[config.mk]
export PLATFORM = sky130hd
export DESIGN_NAME = fifo_rd_stream_adapter
export DESIGN_NICKNAME = d
export VERILOG_FILES = /design/src/rtl/fifo_rd_stream_adapter.sv
export SDC_FILE = /design/constraint.sdc
export NUM_CORES = 1
export LEC_CHECK = 0
export ABC_AREA = 1
export ABC_CLOCK_PERIOD_IN_PS = 2100
export CORE_ASPECT_RATIO = 0.8
export CORE_MARGIN = 4
export CORE_UTILIZATION = 45
export DETAILED_ROUTE_END_ITERATION = 8
export PLACE_DENSITY = 0.78
export SETUP_SLACK_MARGIN = 0.02
export SLEW_MARGIN = 20
export SYNTH_ARGS = -nofsm -noshare
export SYNTH_HDL_FRONTEND = slang
export SYNTH_SLANG_ARGS = --single-unit
[constraint.sdc]
create_clock -name clk -period 2.1 [get_ports clk]
set_input_delay 0.42 -clock clk [delete_from_list [all_inputs] [get_ports clk]]
set_output_delay 0.42 -clock clk [all_outputs]
set_load 0.1 [all_outputs]
[src/rtl/fifo_rd_stream_adapter.sv]
// Read-side consumer for an async FIFO: issues rd_en against empty, captures data one cycle
// later into a small circular prefetch buffer, and re-presents words as a valid/ready stream.
module fifo_rd_stream_adapter #(
  parameter  int DATA_WIDTH = 8,
  parameter  int BUF_DEPTH  = 3,
  parameter  int CNT_WIDTH  = 16,
  localparam int OCC_W      = $clog2(BUF_DEPTH + 1)
) (
  input  logic                  clk,
  input  logic                  rst_n,
  input  logic                  fifo_empty,
  input  logic [DATA_WIDTH-1:0] fifo_data,
  output logic                  fifo_rd_en,
  output logic                  m_valid,
  input  logic                  m_ready,
  output logic [DATA_WIDTH-1:0] m_data,
  input  logic                  flush,
  output logic [OCC_W-1:0]      occupancy,
  output logic [CNT_WIDTH-1:0]  word_count,
  output logic                  state_dbg
);

  localparam int IDX_W = $clog2(BUF_DEPTH);
  localparam logic [OCC_W:0]   DEPTH_LV = (OCC_W + 1)'(BUF_DEPTH);
  localparam logic [OCC_W-1:0] FULL_LV  = OCC_W'(BUF_DEPTH);
  localparam logic [IDX_W-1:0] LAST_IDX = IDX_W'(BUF_DEPTH - 1);

  typedef enum logic {
    ST_RUN   = 1'b0,
    ST_FLUSH = 1'b1
  } state_t;

  state_t                state_q, state_d;
  logic [DATA_WIDTH-1:0] buf_mem [BUF_DEPTH];
  logic [IDX_W-1:0]      wr_idx, rd_idx;
  logic [OCC_W-1:0]      occ_q;
  logic                  inflight;
  logic [CNT_WIDTH-1:0]  cnt_q;
  logic [OCC_W:0]        level;
  logic                  capture, pop;

  function automatic logic [IDX_W-1:0] next_idx(input logic [IDX_W-1:0] idx);
    return (idx == LAST_IDX) ? '0 : idx + IDX_W'(1);
  endfunction

  // Stream handshake: a word transfers on every clk edge where m_valid and m_ready are both
  // high; m_valid never waits on m_ready and m_data holds steady until that transfer.
  assign level     = {1'b0, occ_q} + (OCC_W + 1)'(inflight);
  assign m_valid   = (occ_q != '0);
  assign m_data    = buf_mem[rd_idx];
  assign occupancy = occ_q;
  assign word_count = cnt_q;
  assign state_dbg = state_q;
  assign capture   = inflight && (state_q == ST_RUN) && !flush;
  assign pop       = m_valid && m_ready && (state_q == ST_RUN) && !flush;

  // Read issue uses only registered terms plus the flags, so m_ready never reaches rd_en.
  always_comb begin
    state_d    = state_q;
    fifo_rd_en = 1'b0;
    case (state_q)
      ST_RUN: begin
        if (flush) state_d = ST_FLUSH;
        fifo_rd_en = rst_n && !fifo_empty && !flush && (level < DEPTH_LV);
      end
      ST_FLUSH: begin
        if (!flush) state_d = ST_RUN;
      end
      default: state_d = ST_RUN;
    endcase
  end

  always_ff @(posedge clk) begin
    if (!rst_n) begin
      state_q  <= ST_RUN;
      wr_idx   <= '0;
      rd_idx   <= '0;
      occ_q    <= '0;
      inflight <= 1'b0;
      cnt_q    <= '0;
      for (int i = 0; i < BUF_DEPTH; i++) buf_mem[i] <= '0;
    end else begin
      state_q  <= state_d;
      inflight <= fifo_rd_en;
      if (state_q == ST_RUN && flush) begin
        occ_q  <= '0;
        wr_idx <= '0;
        rd_idx <= '0;
      end else begin
        if (capture) begin
          buf_mem[wr_idx] <= fifo_data;
          wr_idx          <= next_idx(wr_idx);
        end
        if (pop) begin
          rd_idx <= next_idx(rd_idx);
          cnt_q  <= cnt_q + CNT_WIDTH'(1);
        end
        case ({capture, pop})
          2'b10:   occ_q <= occ_q + OCC_W'(1);
          2'b01:   occ_q <= occ_q - OCC_W'(1);
          default: occ_q <= occ_q;
        endcase
      end
    end
  end

  a_no_overflow: assert property (@(posedge clk) disable iff (!rst_n) !(capture && occ_q == FULL_LV));

endmodule

==> results of run 1 <==
## per-layer routing
metal / routed length, um / up-vias / part of all wire [%]
li1: - / 1120 / -
met1: 2830 / 1039 / 47
met2: 2720 / 57 / 46
met3: 337 / 13 / 5.6
met4: 87 / 0 / 1.5
met5: 0 / - / 0
## area by class of cell
cell class,count,share of cell area (%)
Timing Repair Buffer,57,16.5
Multi-Input combinational cell,205,30.7
Sequential cell,58,42.1
Tap cell,78,2.76
Inverter,30,3.29
Clock buffer,12,4.10
Clock inverter,4,0.530
## power by group through the flow
stage          Combinational [W]  Clock (W)  Sequential [W]
2_1_floorplan          0.0000970          0         0.00125
3_3_place_gp            0.000189          0         0.00124
3_5_place_dp            0.000192          0         0.00124
4_1_cts                 0.000196   0.000885         0.00122
5_1_grt                 0.000206   0.000932         0.00122
6_report                0.000195   0.000872         0.00122
## synth_stat cells, types with 2 or more instances
library cell / instances / share of area (%)
a21oi_1: 16 / 3.1
nand3_2: 4 / 1.5
inv_1: 28 / 4.0
nand4_1: 2 / 0.48
inv_2: 2 / 0.29
nor2_4: 3 / 1.3
nor2_1: 68 / 9.7
dfxtp_1: 26 / 20
edfxtp_1: 32 / 37
nand3_1: 18 / 3.4
ha_1: 4 / 1.9
nor3_1: 2 / 0.38
buf_2: 3 / 0.57
nor4_1: 3 / 0.72
nand2_1: 49 / 7.0
o21ai_0: 20 / 3.8
buf_6: 2 / 0.86
o22ai_1: 8 / 1.9
nor2_2: 2 / 0.48
## worst max-delay path by stage
stage                      start            end  cells past startpoint
floorplan           occupancy[0]     fifo_rd_en                      5
global placement           flush   occupancy[0]                      7
detailed placement         flush  buf_mem[1][6]                      7
CTS                    flip-flop      m_data[5]                      4
global route           flip-flop      m_data[6]                      4
finish              occupancy[0]     fifo_rd_en                      6
## state kept, by name (all words and copies together) (netlist names), named ones only
name and flops:
inflight 1, occupancy 2, state_dbg 1, word_count 16, wr_idx 2, buf_mem 32
rd_idx 2
## placed cells by master (no fill, tap or decap), types with 10 or more instances in the layout
cell,Yosys,layout
clkbuf_8,0,10
a21oi_1,16,16
dfxtp_1,26,22
buf_4,0,35
nor2_1,68,68
buf_12,0,10
edfxtp_1,32,32
clkdlybuf4s50_1,0,12
o21ai_0,20,18
inv_1,28,27
nand3_1,18,18
nand2_1,49,48
## what timing repair did
item / 4_1_cts / 5_1_grt
resized for setup: 3 / 3
endpoints found under the setup margin: 1 / 4
buffers inserted: 2 / 2
gates cloned: 0 / 0
pin swaps: 3 / 0
## worst max-delay path, delay by kind of cell (launching register included)
kind                       cells  cell delay [ns]
adders and majority gates      2             0.36
buffers and inverters          1             0.21
DFF                            1             0.35
and+or+nand+nor                3             0.34
## through the flow
step                worst slack, ns  util, %  setup TNS, ns  hold WS (ns)
finish                       0.0783     63.7              0         0.513
global route                -0.0110     63.7        -0.0250         0.540
CTS                          0.0394     63.4              0         0.511
detailed placement         -0.00889     59.9        -0.0722         0.500
global placement             0.0325     59.9              0         0.484
floorplan                    -0.507        -         -0.507         0.468
## cell families (layout without fill, tap and decap cells)
family | count (synthesis) | after routing
AND/OR/NAND/NOR | 156 | 156
adder cells (fa/ha/maj) | 4 | 4
XOR/XNOR | 1 | 1
flip-flops | 58 | 58
AO/OA/AOI/OAI | 44 | 44
buffers and inverters | 36 | 103
==> results.toml, run 1 <==
[outcome]
outcome = "completed"

[setup_path]
worst-path-max-fanout = 2
worst_setup_path_end_kind = "output pin"
critical_path_required_ns = 1.68
rr_endpoint = "occupancy[0]"
r2r-start = "occupancy[0]"
cp_common_cell = "ha_4"
crit_arrival_ns = 1.60
critical_path.cell_chain = "ha_4 -> ha_4 -> nand2_1 -> nand2_2 -> nor4_4 -> buf_12"
worst-setup-path-type = "reg2out"
crit_slowest_cell = "dfxtp_4"
rr_worst_depth = 6
r2r_slack_ns = 0.56
crit_path_max_incr_delay_ns = 0.35
cp-start-kind = "flip-flop"

[detailed_routing]
via_count = 2229
antenna_left = 0
post-route-drc-count = 0
post_drt_wl_per_cell_um = 13.5
firstDrtPassIters = 4
drt-total-wl_um = 5970
post_drt_via_cell_ratio = 5.02
drtIter0Drc = 136

[sta]
clock.fmax_mhz = 495
hold_violations = 0
fin_skew_ns = 0.00930
relSlewSlack_pct = 52.8
tightestPinTransition_ns = 0.701
rsz0062_at_grt = "true"
finalCritPeriodShare_pct = 96.3
setup_violations = 0
layout_min_cycle_time_ns = 2.02
maxSlewViolCount = 0

[logic_synthesis]
synthArstFlopShare_pct = 0
syn_area_per_cell_um2 = 8.78
ys_seq_area_share_pct = 56.4
synth_compound_area_share_pct = 8.77
netlist_area_um2 = 2630
yosysWarnings = 0
synth_edf_count = 32
synth_fa_ha_area_share_pct = 1.91
ys_ff_latch = 58
yosysUniqueCellTypes = 26
synthMuxAreaShare_pct = 0
synth_top_family_by_area = "simple AND/OR/NAND/NOR gates"
syn_inst = 299
synthXorXnorAreaFrac_pct = 0.334
synthSimpleGateAreaFrac_pct = 26.7
synth_fp_nets = 316
ys.flop_type = "edfxtp_1"

[layout]
drive_above_1_share_pct = 24.6
regArea_um2 = 1490
instances_no_fill = 444
fin_nets = 378
final_area_um2 = 3540
fillers = 474
areaGrowthSynthToFinish_pct = 34.9
n_antenna_cell = 0
multi_input_area_um2 = 1090

[clock_tree]
clock_sinks = 58
cts.clk_slew.worst_paths_ns = 0.06
cts_made_buffers = 9
clockBufferDepth = 2
cts_tree = "done"
ctsHtreeMaxLevel = 3
cts_hold_buf = 0
clockRootBuffer = "clkbuf_8"
clkLatencyLatePin_ns = 0.34

[floorplanning]
dieArea_um2 = 7130
io-pin-count = 42
core_um2 = 5560
die_y_um = 76.3
rows = 24
fp.dieW_um = 93.4
start_util_pct = 47.3

[power]
internal_power_w = 0.00174
p_switching_w = 0.000549
total_power_w = 0.00228
seq_power_share_pct = 53.3
p_leak_nw = 1.42
switching_share_pct = 24.0
power.density_nw_per_um2 = 645
pwr-share-clk_pct = 38.2
peakVddDrop_v = 0.000403
comb_power_share_pct = 8.5

[global_routing]
use_met2_pct = 27.3
grt_pass1_wl_um = 10000
grtUsageMet3_pct = 5.53
antenna_found_initial = 0
track_usage_pct = 17.9
busiest_layer = "met2"
globalRouteOverflowTotal = 0
use_met1_pct = 23.7
grt_pass1_vias = 2123
grt_max_degree = 18

[place]
place_area_um2 = 3330
place.detailed.hpwl_um = 4220
port-buffer-count = 41
place.gp.congestion = 0.803
dp.cells = 424

[hold_path]
min-delay-start = "rd_idx[1]"
min_path_cells = 2
hold_class = "reg2reg"

[flow_run]
maxCapViolCount = 0
Note: power is estimated with default switching activity, not from simulation.
==> run 2: changes to the inputs <==
- CORE_MARGIN: 4 -> default
- CORE_UTILIZATION: 45 -> 48
- PLACE_DENSITY: 0.78 -> 0.82
==> results.toml, run 2 (synthesis gave the netlist of run 1 again) <==
[global_routing]
track_usage_pct = 23.3
antenna_found_initial = 0
globalRouteOverflowTotal = 0
grt_max_degree = 18
grt_pass1_vias = 2093
grt_pass1_wl_um = 9960

[place]
place.gp.congestion = 0.836
port-buffer-count = 41
post-place-ws_ns = -0.0494
place.detailed.hpwl_um = 4010

[sta]
setup_violations = 0
clock.fmax_mhz = 498
hold_violations = 0
setup_tns_ns = 0
finalCritPeriodShare_pct = 95.7
fin_skew_ns = 0.00952
setup_ws_ns = 0.0901
layout_min_cycle_time_ns = 2.01
maxSlewViolCount = 0
rsz0062_at_grt = "false"
relSlewSlack_pct = 49.0
tightestPinTransition_ns = 0.757

[layout]
fillers = 364
regArea_um2 = 1490
n_antenna_cell = 0
fin_nets = 380
final_cell_mix = "nor2_1 (68), nand2_1 (48), edfxtp_1 (32), buf_4 (32), inv_1 (27)"
top_register = "buf_mem"
multi_input_area_um2 = 1090
fin_util_pct = 71.4
areaGrowthSynthToFinish_pct = 39.3
final_common_cell = "nor2_1"
drive_above_1_share_pct = 26.1
largest_register_ffs = 32

[clock_tree]
clockBufferDepth = 2
cts_tree = "done"
clkLatencyLatePin_ns = 0.35
ctsHtreeMaxLevel = 3
cts_made_buffers = 9
clockRootBuffer = "clkbuf_8"
clock_sinks = 58
cts.clk_slew.worst_paths_ns = 0.07

[detailed_routing]
post_drt_wl_per_cell_um = 14.8
via_count = 2310
route.top_layer_used = "met4"
post_drt_via_cell_ratio = 5.37
wl_met2_um = 3070
antenna_left = 0
firstDrtPassIters = 7
dr_wl_met3_um = 396
drtIter0Drc = 179
drt-total-wl_um = 6350
wl_met1_um = 2850
post-route-drc-count = 0

[setup_path]
worst_setup_path_end_kind = "output pin"
crit_path_end = "fifo_rd_en"
critical_path_required_ns = 1.68
worst-path-max-fanout = 2
critical_path.cell_chain = "ha_4 -> ha_4 -> nand2_1 -> nand2_2 -> nor4_4 -> buf_12"
rr_worst_depth = 6
crit_path_max_incr_delay_ns = 0.35
cp-start-kind = "flip-flop"
crit_slowest_cell = "dfxtp_4"
crit_buf_inv = 1
worstSetupPathDepth = 6
worst-setup-path-type = "reg2out"
crit_arrival_ns = 1.59
r2r_slack_ns = 0.48
crit_start = "occupancy[0]"
rr_endpoint = "occupancy[0]"
critical-path-top-delay-family = "flip-flops"
cp_common_cell = "ha_4"
r2r-start = "occupancy[0]"

[floorplanning]
fp.dieW_um = 84.7
core_um2 = 5120
start_util_pct = 51.2
io-pin-count = 42
dieArea_um2 = 5770
rows = 23
die_y_um = 68.1

[hold_path]
hold_class = "reg2reg"

[flow_run]
maxCapViolCount = 0

[outcome]
outcome = "completed"

[power]
p_leak_nw = 1.47
peakVddDrop_v = 0.000563
power.density_nw_per_um2 = 733
[run 2: cell count changes in the layout (fill, tap and decap cells not counted), moves of 2 or more]
cell       delta
buf_12        +3
o21ai_0       +2
buf_4         -3
clkbuf_1      -2
clkinv_4      +2
bufinv_16     +3
o21ai_1       -2
[run 2: final cells by class]
| class | count | share of cell area [%] |
|---|---|---|
| sequential | 58 | 40.8 |
| clock inverter | 7 | 3.22 |
| multi-input combinational | 205 | 29.8 |
| inverter | 30 | 3.18 |
| timing repair buffer | 58 | 17.3 |
| clock buffer | 9 | 3.39 |
| timing repair inverter | 1 | 0.205 |
| tap | 62 | 2.12 |
[run 2: worst min path at each step]
stage | startpoint | end | depth (start not counted)
final | rd_idx[1] | flip-flop | 2
after global routing | rd_idx[1] | flip-flop | 2
after CTS | word_count[15] | word_count[15] | 2
after detailed placement | word_count[15] | word_count[15] | 2
after global placement | word_count[15] | word_count[15] | 2
after floorplan | rd_idx[1] | flip-flop | 2
[run 2: layer usage]
metal / vias up / track usage (%)
li1: 1130 / -
met1: 1082 / 28.8
met2: 92 / 39.4
met3: 6 / 8.44
met4: 0 / 6.14
met5: - / 0
[run 2: per-stage QoR]
step           hold slack [ns]  instance area [um2]  std cells  total power (W)
2_1_floorplan            0.468                 2720        299          0.00135
3_3_place_gp             0.487                 3340        408          0.00144
3_5_place_dp             0.500                 3340        408          0.00144
4_1_cts                  0.517                 3600        425          0.00268
5_1_grt                  0.536                 3660        430          0.00275
6_report                 0.517                 3660        430          0.00268
[run 2: worst min-delay path, cell delays in order, from the launching register on]
cell	delay [ns]
dfxtp_1	0.32
nand2_1	0.06
a21oi_1	0.08
[run 2: power by group]
group	switching, W	internal, W	total [W]
clock	0.000472	0.000787	0.00126
sequential	0.00000747	0.00121	0.00122
combinational	0.000123	0.0000786	0.000202
[run 2: what timing repair did]
action / CTS / global route
pin swaps: 3 / 0
gates cloned: 0 / 1
gates resized for setup: 2 / 5
setup buffers: 1 / 4
endpoints found under the setup margin: 1 / 8
hold buffers: 0 / 0
==> run 3: changes to the inputs <==
- SKIP_LAST_GASP: default -> 1
==> results.toml, run 3 (synthesis gave the netlist of run 1 again) <==
[outcome]
outcome = "completed"

[sta]
clock.fmax_mhz = 483
setup_violations = 0
hold_violations = 0
layout_min_cycle_time_ns = 2.07
tightestPinTransition_ns = 0.789
setup_ws_ns = 0.0308
relSlewSlack_pct = 46.8
maxSlewViolCount = 0
rsz0062_at_grt = "true"
fin_skew_ns = 0.00731
setup_tns_ns = 0
holdWs_ns = 0.517
finalCritPeriodShare_pct = 98.5

[floorplanning]
start_util_pct = 51.2
die_y_um = 68.1
rows = 23
dieArea_um2 = 5770
io-pin-count = 42
core_um2 = 5120
fp.dieW_um = 84.7

[place]
place.detailed.hpwl_um = 4010
port-buffer-count = 41
place.gp.congestion = 0.836
post-place-ws_ns = -0.0494
place_area_um2 = 3340

[setup_path]
crit_start = "occupancy[0]"
cp-start-kind = "flip-flop"
worst-path-max-fanout = 2
r2r-start = "occupancy[0]"
critical_path.cell_chain = "ha_4 -> ha_1 -> nand2_1 -> nand2_2 -> nor4_4 -> buf_12"
crit_arrival_ns = 1.65
critical_path_required_ns = 1.68
worst-setup-path-type = "reg2out"
crit_slowest_cell = "dfxtp_4"
worst_setup_path_end_kind = "output pin"
crit_path_max_incr_delay_ns = 0.35

[clock_tree]
cts.clk_slew.worst_paths_ns = 0.07
clkLatencyLatePin_ns = 0.35
ctsHtreeMaxLevel = 3
cts_made_buffers = 9
cts_hold_buf = 0
clock_sinks = 58
clockRootBuffer = "clkbuf_8"
clockBufferDepth = 2
cts_tree = "done"

[detailed_routing]
drtIter0Drc = 174
antenna_left = 0
post_drt_via_cell_ratio = 5.32
post-route-drc-count = 0
drt-total-wl_um = 6320
post_drt_wl_per_cell_um = 14.7
firstDrtPassIters = 8
via_count = 2289

[layout]
areaGrowthSynthToFinish_pct = 38.7
final_cell_mix = "nor2_1 (68), nand2_1 (48), buf_4 (33)"
largest_register_ffs = 32
drive_above_1_share_pct = 25.8
fin_nets = 380
n_antenna_cell = 0
top_register = "buf_mem"
final_area_um2 = 3640
final_common_cell = "nor2_1"

[hold_path]
hold_class = "reg2reg"
min-delay-start = "rd_idx[1]"

[global_routing]
globalRouteOverflowTotal = 0
antenna_found_initial = 0
track_usage_pct = 23.3
grt_pass1_wl_um = 9960
grt_pass1_vias = 2093
grt_max_degree = 18

[power]
power.density_nw_per_um2 = 739
peakVddDrop_v = 0.000561
p_leak_nw = 1.47
total_power_w = 0.00269

[flow_run]
maxCapViolCount = 0
==> run 3: cell counts in the layout (fill, tap and decap cells not counted) <==
Identical to the previous run, type by type.
==> run 3: final cells by class <==
cell class                      count  area, um2
Timing Repair Buffer               58        628
Clock inverter                      7        118
Clock buffer                        9        124
Fill cell                         370       1480
Inverter                           30        116
Tap cell                           62       77.6
Timing Repair inverter              1       7.51
Sequential cell                    58       1490
Multi-Input combinational cell    205       1080
==> run 3: timing repair <==
| item | CTS | global route |
|---|---|---|
| buffers inserted | 1 | 4 |
| endpoints found under the setup margin | 1 | 8 |
| gates resized for setup | 2 | 3 |
| pin swaps | 3 | 0 |
| gates cloned | 0 | 1 |
==> run 3: path summary, 6_finish.rpt <==
check,to,slack [ns],cells past startpoint
min,flip-flop,0.52,2
max,fifo_rd_en,0.03,6
min reg2reg,flip-flop,0.52,2
max reg2reg,occupancy[0],0.50,6
==> run 3: through the flow <==
step | cells | utilization (%)
after floorplan | 299 | -
after global placement | 408 | 65.3
after detailed placement | 408 | 65.3
after CTS | 425 | 70.2
after global routing | 430 | 71.1
final | 430 | 71.1
==> run 3: power by group <==
part	leakage, nW	total [W]	internal, W	switching, W
Clock	0.123	0.00127	0.000787	0.000484
Combinational	0.816	0.000202	0.0000786	0.000123
Sequential	0.536	0.00122	0.00121	0.00000756
==> run 3: critical path: cells and delay by family, from the launching register on <==
kind | cells | cell delay [ns]
adder cells (fa/ha/maj) | 2 | 0.41
AND/OR/NAND/NOR | 3 | 0.33
buffers and inverters | 1 | 0.21
flip-flops | 1 | 0.35
==> run 3: layer usage <==
layer,GRT usage [%],wire length [um],up-vias,part of all wire [%]
li1,-,-,1125,-
met1,28.8,2840,1073,45
met2,39.4,3060,83,48
met3,8.44,372,8,5.9
met4,6.14,45,0,0.71
met5,0,0,-,0
